--- src/rtl/pwm_timer_multi.sv ---
// Multi-channel PWM timer on the peripheral bus: prescaler, edge/center counting, shadowed TOP/compares, sticky period flag.
// Optional macro PWM_IRQ_EN adds a registered period interrupt on pwm_irq.
module pwm_timer_multi #(
    parameter logic [3:0] ID             = 4'h0,
    parameter int         OUTPUTS        = 4,
    parameter int         WIDTH          = 16,
    parameter int         PRESCALE_WIDTH = 16
) (
    input  logic                clk,
    input  logic                rst,
    input  logic                peripheralEnable,
    input  logic                peripheralBus_we,
    input  logic                peripheralBus_oe,
    output logic                peripheralBus_busy,
    input  logic [15:0]         peripheralBus_address,
    input  logic [3:0]          peripheralBus_byteSelect,
    output logic [31:0]         peripheralBus_dataRead,
    input  logic [31:0]         peripheralBus_dataWrite,
    output logic                requestOutput,
    output logic [OUTPUTS-1:0]  pwm_en,
    output logic [OUTPUTS-1:0]  pwm_out,
    output logic                pwm_irq
);

    localparam logic [11:0] ADDR_CONFIG   = 12'h000;
    localparam logic [11:0] ADDR_PRESCALE = 12'h004;
    localparam logic [11:0] ADDR_TOP      = 12'h008;
    localparam logic [11:0] ADDR_STATUS   = 12'h00C;

    function automatic logic [11:0] cmp_addr(input int i);
        return 12'(16 + 4 * i);
    endfunction

    function automatic logic [31:0] merge_lanes(input logic [31:0] old, input logic [31:0] data,
                                                input logic [3:0] lanes);
        logic [31:0] res;
        res = old;
        for (int b = 0; b < 4; b++)
            if (lanes[b]) res[8*b +: 8] = data[8*b +: 8];
        return res;
    endfunction

    logic        sel, wr;
    logic [11:0] loc;
    logic        wr_cfg, wr_pre, wr_top, wr_stat;

    logic                      cfg_en, cfg_mode, cfg_irq;
    logic [OUTPUTS-1:0]        cfg_oe;
    logic [PRESCALE_WIDTH-1:0] prescale, pre;
    logic [WIDTH-1:0]          top_pend, top_act, cnt;
    logic [WIDTH-1:0]          cmp_pend [OUTPUTS];
    logic [WIDTH-1:0]          cmp_act  [OUTPUTS];
    logic                      dir_down, mode_act, period_flag;

    logic [31:0]      cfg_word, cfg_merged;
    logic             tick, boundary, dir_next;
    logic [WIDTH-1:0] cnt_next;
    logic             unused_bits;

    assign sel     = peripheralEnable && (peripheralBus_address[15:12] == ID);
    assign loc     = peripheralBus_address[11:0];
    assign wr      = sel && peripheralBus_we;
    assign wr_cfg  = wr && (loc == ADDR_CONFIG);
    assign wr_pre  = wr && (loc == ADDR_PRESCALE);
    assign wr_top  = wr && (loc == ADDR_TOP);
    assign wr_stat = wr && (loc == ADDR_STATUS);

    assign peripheralBus_busy = 1'b0;
    assign pwm_en             = cfg_oe;
    assign unused_bits        = ^cfg_merged;

    // NOTE: every always_comb output gets a default first so no path can infer a latch.
    always_comb begin
        cfg_word              = '0;
        cfg_word[0]           = cfg_en;
        cfg_word[1]           = cfg_mode;
        cfg_word[2]           = cfg_irq;
        cfg_word[8 +: OUTPUTS] = cfg_oe;
        cfg_merged            = merge_lanes(cfg_word, peripheralBus_dataWrite, peripheralBus_byteSelect);
    end

    // Center mode turns around on the tick that leaves TOP or leaves 0, so both extremes last one tick.
    always_comb begin
        tick     = cfg_en && (pre == prescale);
        boundary = 1'b0;
        cnt_next = cnt;
        dir_next = dir_down;
        if (tick) begin
            if (top_act == '0) begin
                boundary = 1'b1;
                cnt_next = '0;
                dir_next = 1'b0;
            end else if (!mode_act) begin
                boundary = (cnt == top_act);
                cnt_next = boundary ? '0 : cnt + WIDTH'(1);
            end else if (!dir_down) begin
                if (cnt == top_act) begin
                    dir_next = 1'b1;
                    cnt_next = cnt - WIDTH'(1);
                end else begin
                    cnt_next = cnt + WIDTH'(1);
                end
            end else if (cnt == '0) begin
                boundary = 1'b1;
                dir_next = 1'b0;
                cnt_next = (top_pend == '0) ? '0 : WIDTH'(1);
            end else begin
                cnt_next = cnt - WIDTH'(1);
            end
        end
    end

    // NOTE: sequential state uses non-blocking assignments only, so every register sees pre-edge values.
    always_ff @(posedge clk) begin
        if (rst) begin
            cfg_en      <= 1'b0;
            cfg_mode    <= 1'b0;
            cfg_oe      <= '0;
            prescale    <= '0;
            top_pend    <= '1;
            top_act     <= '1;
            cnt         <= '0;
            pre         <= '0;
            dir_down    <= 1'b0;
            mode_act    <= 1'b0;
            period_flag <= 1'b0;
            pwm_out     <= '0;
            // NOTE: the compare arrays are small register banks with defined reset values, not RAM.
            for (int i = 0; i < OUTPUTS; i++) begin
                cmp_pend[i] <= '0;
                cmp_act[i]  <= '0;
            end
`ifdef PWM_IRQ_EN
            cfg_irq     <= 1'b0;
            pwm_irq     <= 1'b0;
`endif
        end else begin
            if (wr_cfg) begin
                cfg_en   <= cfg_merged[0];
                cfg_mode <= cfg_merged[1];
                cfg_oe   <= cfg_merged[8 +: OUTPUTS];
`ifdef PWM_IRQ_EN
                cfg_irq  <= cfg_merged[2];
`endif
            end
            if (wr_pre)
                prescale <= PRESCALE_WIDTH'(merge_lanes(32'(prescale), peripheralBus_dataWrite,
                                                        peripheralBus_byteSelect));
            if (wr_top)
                top_pend <= WIDTH'(merge_lanes(32'(top_pend), peripheralBus_dataWrite,
                                               peripheralBus_byteSelect));
            for (int i = 0; i < OUTPUTS; i++)
                if (wr && (loc == cmp_addr(i)))
                    cmp_pend[i] <= WIDTH'(merge_lanes(32'(cmp_pend[i]), peripheralBus_dataWrite,
                                                      peripheralBus_byteSelect));

            // Stopped: counter parked and shadows follow pending; mode is captured as the enable rises.
            if (!cfg_en) begin
                pre      <= '0;
                cnt      <= '0;
                dir_down <= 1'b0;
                mode_act <= wr_cfg ? cfg_merged[1] : cfg_mode;
                top_act  <= top_pend;
                for (int i = 0; i < OUTPUTS; i++) cmp_act[i] <= cmp_pend[i];
            end else begin
                pre      <= tick ? '0 : pre + PRESCALE_WIDTH'(1);
                cnt      <= cnt_next;
                dir_down <= dir_next;
                if (boundary) begin
                    top_act <= top_pend;
                    for (int i = 0; i < OUTPUTS; i++) cmp_act[i] <= cmp_pend[i];
                end
            end

            if (boundary)
                period_flag <= 1'b1;
            else if (wr_stat && peripheralBus_byteSelect[3] && peripheralBus_dataWrite[31])
                period_flag <= 1'b0;

            for (int i = 0; i < OUTPUTS; i++)
                pwm_out[i] <= cfg_oe[i] && (cnt < cmp_act[i]);
`ifdef PWM_IRQ_EN
            pwm_irq <= cfg_irq && period_flag;
`endif
        end
    end

`ifndef PWM_IRQ_EN
    assign cfg_irq = 1'b0;
    assign pwm_irq = 1'b0;
`endif

    always_comb begin
        peripheralBus_dataRead = '0;
        requestOutput          = 1'b0;
        if (sel && peripheralBus_oe) begin
            if (loc == ADDR_CONFIG) begin
                requestOutput          = 1'b1;
                peripheralBus_dataRead = cfg_word;
            end else if (loc == ADDR_PRESCALE) begin
                requestOutput          = 1'b1;
                peripheralBus_dataRead = 32'(prescale);
            end else if (loc == ADDR_TOP) begin
                requestOutput          = 1'b1;
                peripheralBus_dataRead = 32'(top_pend);
            end else if (loc == ADDR_STATUS) begin
                requestOutput                       = 1'b1;
                peripheralBus_dataRead[WIDTH-1:0]   = cnt;
                peripheralBus_dataRead[16 +: OUTPUTS] = pwm_out;
                peripheralBus_dataRead[24]          = dir_down;
                peripheralBus_dataRead[31]          = period_flag;
            end
            for (int i = 0; i < OUTPUTS; i++) begin
                if (loc == cmp_addr(i)) begin
                    requestOutput          = 1'b1;
                    peripheralBus_dataRead = 32'(cmp_pend[i]);
                end
            end
        end
    end

endmodule

--- config.mk ---
export PLATFORM = sky130hd
export DESIGN_NAME = pwm_timer_multi
export DESIGN_NICKNAME = d
export VERILOG_FILES = /design/src/rtl/pwm_timer_multi.sv
export SDC_FILE = /design/constraint.sdc
export NUM_CORES = 1
export LEC_CHECK = 0
export BUFFER_PORTS_ARGS = -buffer_cell sky130_fd_sc_hd__buf_2
export CAP_MARGIN = 40
export CORE_MARGIN = 1.5
export CORE_UTILIZATION = 60
export DETAILED_ROUTE_END_ITERATION = 8
export PLACE_DENSITY_LB_ADDON = 0.08
export SETUP_SLACK_MARGIN = 0.15
export SYNTH_ARGS = -nofsm -noshare
export SYNTH_HDL_FRONTEND = slang
export SYNTH_SLANG_ARGS = --single-unit
--- constraint.sdc ---
create_clock -name clk -period 7.45 [get_ports clk]
set_input_delay 0.3725 -clock clk [delete_from_list [all_inputs] [get_ports clk]]
set_output_delay 0.3725 -clock clk [all_outputs]
set_load 0.02 [all_outputs]
==> impl_metrics.py, run 1 <==
metrics = {
    "clocking": {
        "cts_buffer_depth": 3,
        "clkTransAtPathRegs_ps": 60,
        "cts_buffers": 24,
        "clk_root_buffer_cell": "clkbuf_16",
        "clkLatencyLatePin_ps": 520,
        "cts_tree": "done",
        "clock_sinks": 221,
        "h-tree-depth": 1,
        "postCtsSetupRepairBufs": 0,
        "hold_buffers": 0,
        "ctsResizeCount": 0,
    },
    "logic_synthesis": {
        "yosys.area_share.simple": 0.1974,
        "synth_edf_count": 128,
        "synthAdderAreaFrac": 0.06697,
        "syn-cell-area_um2": 11960,
        "async_flop_share": 0,
        "synth_top_family_by_area": "simple AND/OR/NAND/NOR gates",
        "synth_compound_area_frac": 0.1371,
        "synth-seq-cells": 221,
        "syn_avg_cell_area_um2": 10.24,
        "netlist_instances": 1168,
        "synth_xor_area_frac": 0.03589,
        "yosysWarningCount": 0,
        "synth-seq-area-share": 0.4772,
        "yosysUniqueCellTypes": 68,
        "ys.flop_type": "edfxtp_1",
        "synth.area.mux_share": 0.03537,
    },
    "setup_path": {
        "cp-end-kind": "flop",
        "critPathKind": "flop to flop",
        "crit_path_cell_trace": "xor2_1, nor4_1, nand4_1, o211ai_2, nand2_2, a21oi_4, buf_4, and2_1",
        "worst_ep_arrival_time_ps": 3960,
        "max_stage_delay_ps": 800,
        "cp_max_fo": 45,
        "startpoint_type": "flop",
        "crit_required_ps": 7840,
        "crit_slowest_cell": "dfxtp_1",
        "crit_family": "simple AND/OR/NAND/NOR gates",
        "crit_buf_inv": 1,
    },
    "floorplan": {
        "rows": 51,
        "die-area_um2": 20780,
        "dieWidth_um": 144.2,
        "fp.dieH_um": 144.2,
        "ios": 100,
        "initial_core_util": 0.6123,
        "coreArea_um2": 19530,
    },
    "power": {
        "clkPwrFrac": 0.449,
        "ir_drop_mv": 0.1753,
        "power_density_nw_per_um2": 198.3,
        "internal_power_w": 0.002068,
        "netSwitchingPower_w": 0.0005826,
        "swShare": 0.2198,
        "power_frac_comb": 0.044,
        "leakage_nw": 5.318,
        "p_seq_frac": 0.506,
    },
    "detailed_routing": {
        "drcViolationCount": 0,
        "finalWirelength_um": 33630,
        "vias_per_cell": 6.158,
        "route.met3.wl_um": 3774,
        "antenna_left": 0,
        "met1_length_um": 14180,
        "first_iter_violations": 978,
        "drt_first_pass_iters": 6,
        "wl_met2_um": 14730,
        "wl_per_cell_um": 22.17,
        "vias": 9341,
        "top_layer": "met4",
    },
    "timing": {
        "rsz0062_at_grt": "no",
        "relSlewSlack": 0.4006,
        "layout_min_cycle_time_ps": 3577,
        "final.setup_skew_ps": 12.26,
        "worst_pin_slew_ps": 895.7,
        "maxSlewViolCount": 0,
        "hold_viol": 0,
        "max_freq_ghz": 0.2796,
        "whs_ps": 157.4,
        "fin_crit_sh": 0.4801,
        "final-setup-viol-count": 0,
        "fin_setup_tns_ps": 0,
    },
    "global_route": {
        "antenna_found_initial": 0,
        "grt_max_degree": 60,
        "grt_use_total": 0.3251,
        "grt_pass1_wl_um": 49580,
        "gr-total-overflow": 0,
        "grt_pass1_vias": 8404,
    },
    "placement": {
        "gp_congestion": 0.9237,
        "hpwl_um": 24110,
        "place_inst": 1473,
        "port_buffers": 71,
        "placed_cell_area_um2": 12570,
    },
    "cells_and_area": {
        "layout.nets": 1355,
        "fill_cells": 1532,
        "fin_cells": 1517,
        "final_layout_size_suffix_gt1_frac": 0.1326,
        "finalInstanceArea_um2": 13370,
        "area_growth_pct": 11.79,
        "antennaDiodeCount": 0,
        "utilization": 0.6845,
    },
    "worst_hold_path": {
        "min_path_type": "input pin to flop",
    },
    "status": {
        "outcome": "complete, no violations",
    },
    "flow_run": {
        "max_cap_violations": 0,
    },
}
==> sequential cells by signal (all words and copies together) (netlist names) <==
signal	cells
pwm_en	4
cfg_en	1
dir_down	1
mode_act	1
cnt	16
pre	16
period_flag	1
top_pend	16
cmp_pend	64
prescale	16
cmp_act	64
top_act	16
pwm_out	4
cfg_mode	1
==> stage by stage <==
step / total power, W / worst slack (ps)
finish: 0.002651 / 3873
global route: 0.002717 / 3646
detailed placement: 0.001483 / 3969
floorplan: 0.001436 / 4692
global placement: 0.001478 / 4037
CTS: 0.002647 / 3899
==> metal layers <==
| metal | vias to the layer above | GRT usage |
|---|---|---|
| met1 | 4441 | 0.4647 |
| met4 | 0 | 0.08825 |
| met2 | 494 | 0.4933 |
| met3 | 70 | 0.08046 |
| li1 | 4336 | - |
| met5 | - | 0 |
==> layout by cell type (no fill, tap or decap), drive strengths merged, types with 16 or more instances in the layout <==
cell,netlist,final
ha,64,64
xor2,37,37
a211o,16,16
nor2b,26,26
and2,137,137
nor4,28,28
edfxtp,128,128
dfxtp,93,93
clkbuf,38,38
a22oi,30,30
nand2,49,49
a21oi,47,47
nand4,23,23
o21ai,26,26
a21o,29,29
o22a,16,16
nor2,86,86
mux2i,31,31
nand3,23,23
buf,30,97
inv,69,70
==> worst paths after layout <==
| kind | to | cells after the start | startpoint | slack (ps) |
|---|---|---|---|---|
| setup / recovery | cmp_act[3][14] | 8 | cnt[13] | 3870 |
| hold / removal | period_flag | 4 | peripheralBus_byteSelect[3] | 160 |
| setup reg to reg | cmp_act[3][14] | 8 | cnt[13] | 3870 |
| hold reg to reg | period_flag | 2 | period_flag | 450 |
==> logic make-up (layout without fill, tap and decap cells) <==
family | Yosys count | in the layout
AOI/OAI and AO/OA | 231 | 231
DFF | 221 | 221
and+or+nand+nor | 424 | 424
muxes | 41 | 41
other | 1 | 12
buffers and inverters | 137 | 210
xor gates and xnor gates | 49 | 49
adders and majority gates | 64 | 64
==> power by group through the flow <==
stage,combinational [W],clock [W],sequential (W)
final,0.000118,0.00119,0.00134
after global routing,0.000130,0.00124,0.00134
after CTS,0.000116,0.00119,0.00134
after detailed placement,0.000115,0,0.00137
after global placement,0.000111,0,0.00137
after floorplan,0.0000766,0,0.00136
==> worst min-delay path, cell delays in order <==
cell and delay (ps):
buf_2 80, nand4_1 60, nand2_1 70, a21oi_1 50
==> synth_stat cells (all sizes together), types with 3 or more instances <==
| cell | instances | area share |
|---|---|---|
| nor2b | 26 | 0.014 |
| nand4 | 23 | 0.012 |
| xor2 | 37 | 0.027 |
| o221ai | 4 | 0.0029 |
| buf | 30 | 0.016 |
| edfxtp | 128 | 0.32 |
| o21a | 5 | 0.0031 |
| a211o | 16 | 0.012 |
| dfxtp | 93 | 0.16 |
| a21oi | 47 | 0.021 |
| o22a | 16 | 0.012 |
| a22o | 3 | 0.0022 |
| mux2 | 10 | 0.0094 |
| nor3b | 3 | 0.0019 |
| nor2 | 86 | 0.028 |
| o31ai | 3 | 0.0019 |
| a211oi | 5 | 0.0031 |
| or3 | 3 | 0.0016 |
| a22oi | 30 | 0.019 |
| and3 | 11 | 0.0058 |
| xnor2 | 12 | 0.0088 |
| o21bai | 3 | 0.0019 |
| nor3 | 10 | 0.0054 |
| inv | 69 | 0.022 |
| clkbuf | 38 | 0.013 |
| nand2 | 49 | 0.016 |
| nor4 | 28 | 0.017 |
| o2111ai | 4 | 0.0029 |
| o22ai | 9 | 0.0047 |
| a31oi | 11 | 0.0058 |
| nand3b | 3 | 0.0019 |
| ha | 64 | 0.067 |
| a21o | 29 | 0.018 |
| nand3 | 23 | 0.0096 |
| and2 | 137 | 0.072 |
| nand2b | 12 | 0.0063 |
| mux2i | 31 | 0.026 |
| a222oi | 10 | 0.0084 |
| o21ai | 26 | 0.011 |
==> layout make-up <==
type	count	area, um^2	area share
multi-input cells	821	5717	0.4277
well taps	265	331.6	0.02481
repair buffers	97	558.0	0.04175
flip-flops and latches	221	5705	0.4268
clock buffers	38	764.5	0.05719
inverters	69	259.0	0.01938
clock inverters	6	31.28	0.002340
(Power assumes the default switching activity.)
==> run 2, diff against run 1 <==
==> constraint.sdc (replaced) <==
create_clock -name clk -period 3.5 [get_ports clk]
set_input_delay 0.175 -clock clk [delete_from_list [all_inputs] [get_ports clk]]
set_output_delay 0.175 -clock clk [all_outputs]
set_load 0.02 [all_outputs]
==> run 2 against run 1 <==
Compared with the run above: flip-flop and latch count unchanged; routed wire length increased by 3.0%; clock power increased by 120%; die area unchanged; critical endpoint is now peripheralBus_dataRead[15]; largest cell class unchanged.
==> impl_metrics.py, run 2 (same netlist as run 1, synthesis figures left out) <==
metrics = {
    "status": {
        "outcome": "complete, no violations",
    },
    "timing": {
        "max_freq_ghz": 0.3479,
        "fin_setup_tns_ps": 0,
        "relSlewSlack": 0.3987,
        "worst_pin_slew_ps": 893.7,
        "final.setup_skew_ps": 15.81,
        "maxSlewViolCount": 0,
        "hold_viol": 0,
        "final-setup-viol-count": 0,
        "fin_ws_ps": 625.4,
        "fin_crit_sh": 0.8213,
        "rsz0062_at_grt": "no",
        "layout_min_cycle_time_ps": 2875,
    },
    "cells_and_area": {
        "reg_top3": "cmp_act x64, cmp_pend x64",
        "layout.nets": 1388,
        "area_growth_pct": 14.61,
        "mostFrequentLayoutCells": "and2_1, edfxtp_1, dfxtp_1",
        "final_layout_size_suffix_gt1_frac": 0.1409,
        "final_common_cell": "and2_1",
    },
    "detailed_routing": {
        "drt_first_pass_iters": 5,
        "first_iter_violations": 1104,
        "drcViolationCount": 0,
        "wl_per_cell_um": 22.33,
        "vias": 9539,
        "vias_per_cell": 6.150,
        "finalWirelength_um": 34640,
        "antenna_left": 0,
    },
    "setup_path": {
        "r2r-start": "cnt[0]",
        "startpoint_type": "input pin",
        "endpoint": "peripheralBus_dataRead[15]",
        "rrSetupSlack_ps": 680,
        "crit_path_cell_trace": "buf_2, nor4_2, nand3_1, or3_1, nor2_2, a22oi_1, a31oi_1, buf_2",
        "worst_ep_arrival_time_ps": 2700,
        "cp-end-kind": "primary output",
        "max_stage_delay_ps": 580,
        "crit_required_ps": 3320,
        "cp_max_fo": 10,
        "reg2reg_to": "top_act[0]",
        "startpoint": "peripheralBus_address[9]",
        "crit_slowest_cell": "or3_1",
        "timing.critical_path.mode_cell": "buf_2",
        "r2r_cells": 7,
        "critPathKind": "input pin to primary output",
    },
    "flow_run": {
        "max_cap_violations": 0,
    },
    "power": {
        "power_frac_comb": 0.046,
        "leakage_nw": 5.488,
        "power_density_nw_per_um2": 421.0,
        "p_seq_frac": 0.497,
        "internal_power_w": 0.004527,
        "clkPwrFrac": 0.457,
        "netSwitchingPower_w": 0.001243,
        "swShare": 0.2154,
        "ir_drop_mv": 0.4302,
    },
    "placement": {
        "gp_congestion": 0.9447,
        "pre_cts_ws_ps": 640.7,
        "port_buffers": 71,
        "hpwl_um": 25180,
    },
    "floorplan": {
        "dieWidth_um": 144.2,
        "rows": 51,
        "ios": 100,
        "initial_core_util": 0.6123,
        "die-area_um2": 20780,
        "fp.dieH_um": 144.2,
        "coreArea_um2": 19530,
    },
    "clocking": {
        "cts_tree": "done",
        "clkTransAtPathRegs_ps": 70,
        "clock_sinks": 221,
        "clk_root_buffer_cell": "clkbuf_16",
        "h-tree-depth": 1,
        "cts_buffer_depth": 3,
        "clkLatencyLatePin_ps": 520,
        "cts_buffers": 24,
        "postCtsSetupRepairBufs": 0,
    },
    "worst_hold_path": {
        "min_path_type": "input pin to flop",
    },
    "global_route": {
        "grt_max_degree": 52,
        "antenna_found_initial": 0,
        "grt_use_total": 0.3377,
        "gr-total-overflow": 0,
        "grt_pass1_vias": 8849,
        "grt_pass1_wl_um": 51670,
    },
}
[run 2: cell types whose count changed in the layout (fill, tap and decap cells not counted), sizes merged]
cell and change:
buf +19, dlygate4sd3 +14, clkbuf -4, bufinv +2, clkinv +1, clkinvlp +1
diode +1
[run 2: metrics by stage]
step           total power [W]  instance area [um^2]  std cells  utilization  hold slack (ps)
3_3_place_gp          0.003158                 12730       1492       0.6517            448.4
2_1_floorplan         0.003056                 12000       1179            -            292.9
6_report              0.005769                 13700       1551       0.7018            20.90
3_5_place_dp          0.003166                 12730       1492       0.6517            460.1
5_1_grt               0.005920                 13700       1550       0.7017            8.247
4_1_cts               0.005772                 13700       1550       0.7017            6.276
[run 2: worst max-delay path: cells and delay by family]
kind,cells,cell delay [ps]
simple gates,4,1760
buf+inv,2,310
compound gates,2,450
[run 2: worst min path at each step]
stage,end,cells after the start,start,slack (ps)
6_report,top_pend[9],2,peripheralBus_dataWrite[9],20
3_5_place_dp,period_flag,2,period_flag,460
5_1_grt,top_pend[9],2,peripheralBus_dataWrite[9],8
4_1_cts,top_pend[9],2,peripheralBus_dataWrite[9],6
3_3_place_gp,period_flag,2,period_flag,450
2_1_floorplan,top_pend[0],1,peripheralBus_dataWrite[0],290
[run 2: metal layers]
layer | up-vias | global-route usage | share of wire
met4 | 0 | 0.1414 | 0.042
met1 | 4529 | 0.4786 | 0.42
met5 | - | 0 | 0
met3 | 93 | 0.06060 | 0.10
met2 | 524 | 0.5117 | 0.44
li1 | 4393 | - | -
[run 2: final cells by class]
type                       count  area (um^2)
sequential                   221         5705
tap                          265        331.6
antenna                        1        2.502
multi-input combinational    821         5712
inverter                      69        259.0
timing repair buffer         130        858.3
clock buffer                  34        732.0
clock inverter                10        102.6
fill                        1499         5823
[run 2: repair_timing]
item,in CTS,in global routing
hold endpoints to repair,14,0
gates resized for setup,0,0
hold buffers,14,0
[run 2: power by group through the flow]
stage / Clock, W / Sequential, W / Combinational, W
2_1_floorplan: 0 / 0.00289 / 0.000163
3_3_place_gp: 0 / 0.00292 / 0.000242
3_5_place_dp: 0 / 0.00292 / 0.000247
4_1_cts: 0.00265 / 0.00286 / 0.000261
5_1_grt: 0.00276 / 0.00287 / 0.000289
6_report: 0.00264 / 0.00287 / 0.000266
